**config.mk**
```make
export PLATFORM = sky130hd
export DESIGN_NAME = sap_control_sequencer
export DESIGN_NICKNAME = d
export VERILOG_FILES = /design/src/rtl/sap_pkg.sv /design/src/rtl/sap_ucode_rom.sv /design/src/rtl/sap_control_sequencer.sv
export SDC_FILE = /design/constraint.sdc
export NUM_CORES = 1
export LEC_CHECK = 0
export CAP_MARGIN = 0
export CORE_MARGIN = 10
export CORE_UTILIZATION = 46
export DETAILED_ROUTE_END_ITERATION = 7
export GPL_ROUTABILITY_DRIVEN = 1
export PLACE_DENSITY = 0.84
export SLEW_MARGIN = 20
export SYNTH_ARGS = -nofsm -noshare
export SYNTH_HDL_FRONTEND = slang
export SYNTH_HIERARCHICAL = 1
export SYNTH_SLANG_ARGS = --single-unit
```
**constraint.sdc**
```tcl
create_clock -name clk -period 5 [get_ports clk]
set_input_delay 0.75 -clock clk [delete_from_list [all_inputs] [get_ports clk]]
set_output_delay 0.75 -clock clk [all_outputs]
set_load 0.05 [all_outputs]
```
**src/rtl/sap_pkg.sv**
```systemverilog
// Shared definitions for the SAP-1 control sequencer: opcodes, state
// encodings and the control-word bit order (pc_out is the MSB).
package sap_pkg;

  localparam int unsigned OP_W = 4;
  localparam int unsigned TS_W = 3;

  localparam logic [OP_W-1:0] OP_NOP = 4'h0;
  localparam logic [OP_W-1:0] OP_LDA = 4'h1;
  localparam logic [OP_W-1:0] OP_ADD = 4'h2;
  localparam logic [OP_W-1:0] OP_SUB = 4'h3;
  localparam logic [OP_W-1:0] OP_STA = 4'h4;
  localparam logic [OP_W-1:0] OP_LDI = 4'h5;
  localparam logic [OP_W-1:0] OP_JMP = 4'h6;
  localparam logic [OP_W-1:0] OP_JC  = 4'h7;
  localparam logic [OP_W-1:0] OP_JZ  = 4'h8;
  localparam logic [OP_W-1:0] OP_OUT = 4'hE;
  localparam logic [OP_W-1:0] OP_HLT = 4'hF;

  typedef enum logic [TS_W-1:0] {
    ST_T0   = 3'd0,
    ST_T1   = 3'd1,
    ST_T2   = 3'd2,
    ST_T3   = 3'd3,
    ST_T4   = 3'd4,
    ST_HALT = 3'd5
  } state_e;

  typedef struct packed {
    logic pc_out;
    logic pc_inc;
    logic pc_load;
    logic mar_load;
    logic ram_out;
    logic ram_in;
    logic ir_load;
    logic ir_out;
    logic a_load;
    logic a_out;
    logic b_load;
    logic alu_out;
    logic alu_sub;
    logic flags_load;
    logic out_load;
  } ctrl_word_t;

  localparam int unsigned CW_W = $bits(ctrl_word_t);

endpackage

```
**src/rtl/sap_ucode_rom.sv**
```systemverilog
// Microcode decode: opcode x T-state -> control word, plus sequencing hints.
// Ports:
//   state          current sequencer state
//   opcode         instruction register upper nibble
//   flag_c, flag_z registered ALU flags (conditional jumps)
//   cw_c           ungated control word for this state
//   last_c         this state is the final one of the instruction
//   halt_c         this state moves the sequencer to HALT
module sap_ucode_rom
  import sap_pkg::*;
(
  input  state_e          state,
  input  logic [OP_W-1:0] opcode,
  input  logic            flag_c,
  input  logic            flag_z,
  output ctrl_word_t      cw_c,
  output logic            last_c,
  output logic            halt_c
);

  // Decode table; HALT and unused codes emit nothing.
  always_comb begin
    cw_c   = '0;
    last_c = 1'b0;
    halt_c = 1'b0;
    case (state)
      ST_T0: begin
        cw_c.pc_out   = 1'b1;
        cw_c.mar_load = 1'b1;
      end
      ST_T1: begin
        cw_c.ram_out = 1'b1;
        cw_c.ir_load = 1'b1;
        cw_c.pc_inc  = 1'b1;
      end
      ST_T2: begin
        case (opcode)
          OP_LDA, OP_ADD, OP_SUB, OP_STA: begin
            cw_c.ir_out   = 1'b1;
            cw_c.mar_load = 1'b1;
          end
          OP_LDI: begin
            cw_c.ir_out = 1'b1;
            cw_c.a_load = 1'b1;
            last_c      = 1'b1;
          end
          OP_JMP: begin
            cw_c.ir_out  = 1'b1;
            cw_c.pc_load = 1'b1;
            last_c       = 1'b1;
          end
          OP_JC: begin
            cw_c.ir_out  = flag_c;
            cw_c.pc_load = flag_c;
            last_c       = 1'b1;
          end
          OP_JZ: begin
            cw_c.ir_out  = flag_z;
            cw_c.pc_load = flag_z;
            last_c       = 1'b1;
          end
          OP_OUT: begin
            cw_c.a_out    = 1'b1;
            cw_c.out_load = 1'b1;
            last_c        = 1'b1;
          end
          OP_HLT:  halt_c = 1'b1;
          default: last_c = 1'b1;  // NOP and undefined opcodes
        endcase
      end
      ST_T3: begin
        case (opcode)
          OP_LDA: begin
            cw_c.ram_out = 1'b1;
            cw_c.a_load  = 1'b1;
            last_c       = 1'b1;
          end
          OP_ADD, OP_SUB: begin
            cw_c.ram_out = 1'b1;
            cw_c.b_load  = 1'b1;
          end
          OP_STA: begin
            cw_c.a_out  = 1'b1;
            cw_c.ram_in = 1'b1;
            last_c      = 1'b1;
          end
          default: last_c = 1'b1;
        endcase
      end
      ST_T4: begin
        cw_c.alu_out    = 1'b1;
        cw_c.a_load     = 1'b1;
        cw_c.flags_load = 1'b1;
        cw_c.alu_sub    = (opcode == OP_SUB);
        last_c          = 1'b1;
      end
      default: ;
    endcase
  end

endmodule

```
**src/rtl/sap_control_sequencer.sv**
```systemverilog
// SAP-1 control sequencer: T-state machine with free-run / single-step
// stepping, clock enable and HALT; strobes come from sap_ucode_rom.
// Ports:
//   clk, rst_n            clock, async active-low reset
//   ena                   clock enable (low freezes and silences strobes)
//   opcode, flag_c/z      instruction nibble and ALU flags
//   step_mode, step       single-step select and step request
//   pc_out..out_load      datapath control strobes (combinational)
//   tstate, halted        current T-state (0 while halted) and HALT flag
module sap_control_sequencer
  import sap_pkg::*;
(
  input  logic            clk,
  input  logic            rst_n,
  input  logic            ena,
  input  logic [OP_W-1:0] opcode,
  input  logic            flag_c,
  input  logic            flag_z,
  input  logic            step_mode,
  input  logic            step,
  output logic            pc_out,
  output logic            pc_inc,
  output logic            pc_load,
  output logic            mar_load,
  output logic            ram_out,
  output logic            ram_in,
  output logic            ir_load,
  output logic            ir_out,
  output logic            a_load,
  output logic            a_out,
  output logic            b_load,
  output logic            alu_out,
  output logic            alu_sub,
  output logic            flags_load,
  output logic            out_load,
  output logic [TS_W-1:0] tstate,
  output logic            halted
);

  state_e     state_q, state_d;
  logic       step_q;
  logic       step_rise_c;
  logic       advance_c;
  logic       rom_last_c;
  logic       rom_halt_c;
  ctrl_word_t rom_cw_c;
  ctrl_word_t cw_c;

  // A state advances every enabled cycle, or only on a step rising edge.
  assign step_rise_c = step & ~step_q;
  assign advance_c   = ena & (~step_mode | step_rise_c);

  sap_ucode_rom u_rom (
    .state  (state_q),
    .opcode (opcode),
    .flag_c (flag_c),
    .flag_z (flag_z),
    .cw_c   (rom_cw_c),
    .last_c (rom_last_c),
    .halt_c (rom_halt_c)
  );

  // State register and step edge detector.
  always_ff @(posedge clk or negedge rst_n) begin
    if (!rst_n) begin
      state_q <= ST_T0;
      step_q  <= 1'b0;
    end else begin
      state_q <= state_d;
      step_q  <= step;
    end
  end

  // Next-state: HALT is sticky; otherwise return to T0 or step forward.
  always_comb begin
    state_d = state_q;
    if (advance_c) begin
      if (rom_halt_c) begin
        state_d = ST_HALT;
      end else if (rom_last_c) begin
        state_d = ST_T0;
      end else begin
        case (state_q)
          ST_T0:   state_d = ST_T1;
          ST_T1:   state_d = ST_T2;
          ST_T2:   state_d = ST_T3;
          ST_T3:   state_d = ST_T4;
          default: state_d = state_q;
        endcase
      end
    end
  end

  // Strobes only fire on an advance cycle and never while reset is held.
  always_comb begin
    cw_c = '0;
    if (rst_n && advance_c) begin
      cw_c = rom_cw_c;
    end
  end

  assign pc_out     = cw_c.pc_out;
  assign pc_inc     = cw_c.pc_inc;
  assign pc_load    = cw_c.pc_load;
  assign mar_load   = cw_c.mar_load;
  assign ram_out    = cw_c.ram_out;
  assign ram_in     = cw_c.ram_in;
  assign ir_load    = cw_c.ir_load;
  assign ir_out     = cw_c.ir_out;
  assign a_load     = cw_c.a_load;
  assign a_out      = cw_c.a_out;
  assign b_load     = cw_c.b_load;
  assign alu_out    = cw_c.alu_out;
  assign alu_sub    = cw_c.alu_sub;
  assign flags_load = cw_c.flags_load;
  assign out_load   = cw_c.out_load;

  assign halted = (state_q == ST_HALT);
  assign tstate = halted ? TS_W'(0) : TS_W'(state_q);

endmodule

```
==> results of run 1 <==
==> cells by family (layout without fill, tap and decap cells) <==
family / count (synthesis) / after routing
flip-flops: 4 / 4
AND/OR/NAND/NOR: 53 / 53
XOR/XNOR: 2 / 2
AO/OA/AOI/OAI: 23 / 23
buffers and inverters: 16 / 38
==> state kept, by name (all words and copies together), names as in the netlist <==
name and flops:
state_q 3, step_q 1
==> path summary, 6_finish.rpt <==
| path | from | endpoint | slack, ns |
|---|---|---|---|
| min in group asynchronous | rst_n | state_q[2] | 0.73 |
| max in group asynchronous | rst_n | state_q[0] | 4.07 |
| setup reg to reg | state_q[2] | state_q[1] | 2.90 |
| hold / removal | state_q[2] | state_q[0] | 0.70 |
| hold reg to reg | state_q[2] | state_q[0] | 0.70 |
| setup / recovery | opcode[2] | ir_out | 1.14 |
==> through the flow <==
step	total power [uW]	hold slack (ns)	cells	setup slack, ns
floorplan	283	0.454	98	2.51
global placement	342	0.679	133	1.22
detailed placement	350	0.676	133	1.15
CTS	394	0.694	136	1.14
global route	421	0.753	136	1.01
finish	394	0.697	136	1.14
==> worst max-delay path, delay by kind of cell <==
family | cells | cell delay (ns)
buffers and inverters | 2 | 1.43
AND/OR/NAND/NOR | 2 | 0.48
AO/OA/AOI/OAI | 2 | 0.45
==> layout make-up <==
| type | instances | area, um^2 | share of cell area |
|---|---|---|---|
| clock buffer | 3 | 22.5 | 0.0218 |
| inverter | 6 | 22.5 | 0.0218 |
| multi-input combinational | 78 | 579 | 0.560 |
| sequential | 4 | 100 | 0.0967 |
| tap | 16 | 20.0 | 0.0193 |
| timing repair buffer | 29 | 290 | 0.281 |
==> synth_stat cells (2+ instances only) <==
| library cell | instances |
|---|---|
| and2_1 | 5 |
| nor3b_1 | 2 |
| buf_4 | 2 |
| or3b_1 | 2 |
| dfrtp_1 | 4 |
| nand4_1 | 2 |
| xor2_1 | 2 |
| a21oi_1 | 6 |
| inv_1 | 6 |
| buf_6 | 2 |
| o31ai_1 | 3 |
| nand2b_1 | 5 |
| or3_1 | 2 |
| nor4b_1 | 2 |
| o211ai_1 | 4 |
| nor2_1 | 5 |
| buf_2 | 5 |
| nand2_1 | 3 |
| and2_4 | 10 |
| nand4b_1 | 3 |
| and3b_1 | 2 |
==> power by group <==
| part | total (uW) | switching (uW) | internal, uW |
|---|---|---|---|
| combinational | 270 | 162 | 107 |
| sequential | 82.0 | 36.9 | 45.1 |
| clock | 42.1 | 15.2 | 27.0 |
==> routing by layer <==
metal / GRT usage / share of wire / up-vias
met5: 0 / 0 / -
met4: 0.0564 / 0.013 / 0
met3: 0.0334 / 0.097 / 3
met2: 0.189 / 0.48 / 31
met1: 0.130 / 0.41 / 377
li1: - / - / 401
==> results.txt, run 1 <==
peak supply drop: 291 uV
sequential area share after synthesis: 0.130
Synth Area in Compound Gates: 0.239
area grow syn2layout: 34.7%
Slew Limit Fails: 0
Post-Route Setup TNS: 0 ns
Hold/Removal Path Class: reg2reg
FFs w/ async S/R, synth: 1.00
antenna viol nets, final: 0
largest net degree at the start of global routing: 20
Final #Nets: 133
status: finished clean
post-route cell area: 1030 um^2
endpoints failing setup: 0
syn_area_per_cell: 7.84 um^2
width of the chip: 60.9 um
Rel. slew slack: 0.570
largest family of logic cells by synthesized area: simple AND/OR/NAND/NOR gates
MaxCap Viol Count: 0
RSZ-0062 raised after global routing: false
Final Cycle Share: 0.771
H-tree levels: 1
Post-Synth Simple-Gate Area: 0.492
Area after DPL: 1010 um^2
synthesis-stage register bit count: 4
DR vias: 812
post-synthesis adder-cell area fraction: 0
mux share of post-synthesis cell area: 0
Filler cells: 127
Post-CTS Setup Inserts: 0
most frequent cells in the layout: clkdlybuf4s50_1, and2_4, inv_1, a21oi_1
Slowest-stage cell, CP: clkdlybuf4s50_1
per-cell routed wire length: 15.5 um
Syn Inst Count: 98
cell mode on critical path: clkdlybuf4s50_1
total congestion overflow: 0
Syn. warnings: 6
global-route wire length before repair: 3370 um
Initial DRC Count: 16
Synth top area share: 0.130
syn_nets: 109
Die Y: 60.9 um
Starting Density: 0.498
number of antenna violations at the first check in global routing: 0
DRC: 0
Synth cell types: 42
Final min period: 3.86 ns
Fmax achieved: 0.259 GHz
DRT Pass-1 Iters: 4
Reg2Reg Depth: 6
WL final: 2110 um
worst slew pin tran: 0.639 ns
die area: 3700 um^2
CP cell instances: clkdlybuf4s50_1 -> and3b_1 -> o21a_1 -> a2111oi_2 -> and2_4 -> clkdlybuf4s50_1
Netlist Area Pre-Place: 768 um^2
clock latency on the worst-skew pair: 0.25 ns
CTS tree: done
Core Util, Final: 0.671
Fin Clk Skew: 0.00403 ns
Ports: 30
clock transition at the registers of the reported paths: 0.04 ns
CP endpoint kind: output port
endpoints failing hold: 0
Power Density: 380 nW/um^2
top_reg_cell synth: dfrtp_1
share of cells above drive strength 1: 0.150
detailed placement HPWL: 1670 um
CTS Hold Bufs: 0
Clock Path Buffers: 2
crit path DAT: 3.11 ns
CP Max Fanout: 13
Post-synth EDFFs: 0
most common cell after layout, fill and taps aside: clkdlybuf4s50_1
post-DR vias/cell: 5.97
post_cts resized: 0
All-Layer GR Usage: 0.114
CTS sink cnt: 4
CTS buffer count: 3
Rows: 14
Setup Crit Path Kind: in2out
vias in the first global route: 739
worst path required time: 4.25 ns
CTS root buffer: clkbuf_4
largest cells by area after synthesis: dfrtp_1, and2_4, and2_1, nand2b_1, a21oi_1
core area: 1540 um^2
ANT cells: 0
Crit path largest cell delay: 0.79 ns
GP Congestion: 0.894
post-synth top area cell: dfrtp_1
Port Buffer Count: 29
Worst Hold Path Cells: 2
LEAKAGE: 0.000407 uW
Setup crit start kind: input pin
xor/xnor share of the synthesized area: 0.0228
Power figures use the tool's default switching activity.
==> inputs of run 2 (changes only) <==
CORE_UTILIZATION = 43   (was 46)
PLACE_DENSITY = 0.79   (was 0.84)
clock period = 3.9 ns   (was 5 ns; I/O delays follow)
==> run 2 against run 1 <==
  * Clock power up 23%
  * Wire length is 3.4% lower
  * Sequential power grew 29%
  * Flip-flop and latch count is the same
  * Final area is 1.1% higher
  * Utilization is 5.9 points lower
  * Highest routed layer unchanged
==> results.txt, run 2 (synthesis results as in run 1) <==
Die Y: 62.3 um (+2.3%)
CP Max Fanout: 13 (unchanged)
Clock Path Buffers: 2 (unchanged)
Switching Fraction: 0.540 (-0.00467)
endpoints failing setup: 0 (unchanged)
max reg flops: 3 (unchanged)
endpoints failing hold: 0 (unchanged)
post-DR vias/cell: 5.44 (-8.9%)
peak supply drop: 406 uV (+39%)
number of antenna violations at the first check in global routing: 0 (unchanged)
clock latency on the worst-skew pair: 0.23 ns (-0.02 ns)
Final Cycle Share: 0.907
Crit path largest cell delay: 0.79 ns (about the same)
net switching power: 269 uW (+26%)
Initial DRC Count: 28 (+12)
Slowest-stage cell, CP: clkdlybuf4s50_1
LEAKAGE: 0.000407 uW (unchanged)
width of the chip: 62.3 um (+2.3%)
worst path required time: 3.31 ns (-0.94 ns)
Final #Nets: 133 (unchanged)
CTS Hold Bufs: 0 (unchanged)
r2r setup slk: 1.81 ns (-1.09 ns)
cell mode on critical path: clkdlybuf4s50_1
non-filler cells, final: 145 (+6.6%)
Reg2Reg Depth: 6 (unchanged)
RSZ-0062 raised after global routing: false
core area: 1710 um^2 (+11%)
Port Buffer Count: 29 (unchanged)
post_cts resized: 0 (unchanged)
most common cell after layout, fill and taps aside: clkdlybuf4s50_1
Core Util, Final: 0.612 (-0.0588)
Filler cells: 147 (+16%)
antenna viol nets, final: 0 (unchanged)
CP cell instances: clkdlybuf4s50_1 -> and3b_1 -> o21a_1 -> a2111oi_2 -> and2_4 -> clkdlybuf4s50_1
status: finished clean
die area: 3880 um^2 (+4.7%)
H-tree levels: 1 (unchanged)
largest net degree at the start of global routing: 20 (unchanged)
total congestion overflow: 0 (unchanged)
Inst Count DP: 142 (+6.8%)
All-Layer GR Usage: 0.0972 (-0.0170)
Power Density: 477 nW/um^2 (+25%)
RR Startpoint: state_q[2]
Fmax achieved: 0.283 GHz
WL final: 2040 um (-3.4%)
Post-CTS Setup Inserts: 0 (unchanged)
worst slew pin tran: 0.568 ns (-0.0710 ns)
Rows: 15 (+1)
Final min period: 3.54 ns
Flop pwr share: 0.213 (+0.005)
CTS tree: done
Hold/Removal Path Class: in2async
area grow syn2layout: 36.2%
crit path DAT: 2.95 ns (-0.16 ns)
Setup Crit Path Kind: in2out
DRT Pass-1 Iters: 4 (unchanged)
combinational group share of total power: 0.684 (about the same)
Post-Route Setup TNS: 0 ns (unchanged)
register with the most flip-flops: state_q
DRC: 0 (unchanged)
CP Launch Point: opcode[2]
CP endpoint: ir_out
clock transition at the registers of the reported paths: 0.04 ns (about the same)
Starting Density: 0.450 (-0.0486)
most frequent cells in the layout: clkdlybuf4s50_1, and2_4, inv_1, a21oi_1
CTS sink cnt: 4 (unchanged)
Setup crit start kind: input pin
per-cell routed wire length: 14.0 um (-9.4%)
ANT cells: 0 (unchanged)
global-route wire length before repair: 3370 um (+0.21%)
leading registers by flop count: state_q (3), step_q (1)
DR vias: 789 (-2.8%)
GP Congestion: 0.750 (-16%)
FF-to-FF End: state_q[1]
CTS buffer count: 3 (unchanged)
share of cells above drive strength 1: 0.150 (unchanged)
Cell Int Power: 230 uW (+28%)
detailed placement HPWL: 1560 um (-6.8%)
CTS root buffer: clkbuf_4
vias in the first global route: 714 (-3.4%)
Rel. slew slack: 0.618 (+0.0478)
CP endpoint kind: output port
Slew Limit Fails: 0 (unchanged)
Fin Clk Skew: 0.00430 ns (+0.000267 ns)
Ports: 30 (unchanged)
Area after DPL: 1020 um^2 (+1.1%)
post-route cell area: 1050 um^2 (+1.1%)
Clk pwr share: 0.103 (-0.004)
MaxCap Viol Count: 0 (unchanged)
Pwr Total: 499 uW (+27%)
-- run 2: cell counts in the layout (fill, tap and decap cells not counted) --
Identical to the previous run, type by type.
-- run 2: metal layers --
| layer | GRT usage | vias to the layer above | wire length (um) | part of all wire |
|---|---|---|---|---|
| met2 | 0.146 | 31 | 905 | 0.44 |
| li1 | - | 402 | - | - |
| met3 | 0.0323 | 2 | 151 | 0.074 |
| met1 | 0.132 | 354 | 973 | 0.48 |
| met4 | 0.0168 | 0 | 6 | 0.0029 |
| met5 | 0 | - | 0 | 0 |
-- run 2: cell type report --
cell class	count	area (um^2)	area share
multi-input cells	78	579	0.554
well taps	25	31.3	0.0299
flip-flops and latches	4	100	0.0957
repair buffers	29	290	0.278
clock buffers	3	22.5	0.0215
inverters	6	22.5	0.0215
-- run 2: worst min path at each step --
stage,start,depth (start not counted),end
2_1_floorplan,rst_n,0,state_q[0]
3_3_place_gp,state_q[2],2,state_q[0]
3_5_place_dp,state_q[2],2,state_q[0]
4_1_cts,rst_n,1,state_q[0]
5_1_grt,rst_n,1,state_q[0]
6_report,rst_n,1,state_q[0]
-- run 2: critical path: cells and delay by family --
kind	cells	cell delay [ns]
buffers and inverters	2	1.42
AND/OR/NAND/NOR	2	0.48
AO/OA/AOI/OAI	2	0.46
-- run 2: power by group through the flow --
stage / Combinational [uW] / Sequential (uW) / Clock [uW]
6_report: 341 / 106 / 51.6
5_1_grt: 371 / 114 / 57.7
4_1_cts: 340 / 105 / 53.0
3_5_place_dp: 338 / 105 / 0
3_3_place_gp: 336 / 106 / 0
2_1_floorplan: 288 / 75.3 / 0
-- run 2: stage by stage --
| step | hold slack, ns | setup WS, ns |
|---|---|---|
| final | 0.575 | 0.364 |
| after global routing | 0.582 | 0.261 |
| after CTS | 0.577 | 0.362 |
| after detailed placement | 0.686 | 0.376 |
| after global placement | 0.681 | 0.447 |
| after floorplan | 0.289 | 1.66 |
==> inputs of run 3 (changes only) <==
HOLD_SLACK_MARGIN = 0.05   (was unset)
==> results of run 3 <==
Final layout, timing and power as in run 2 (identical DEF).
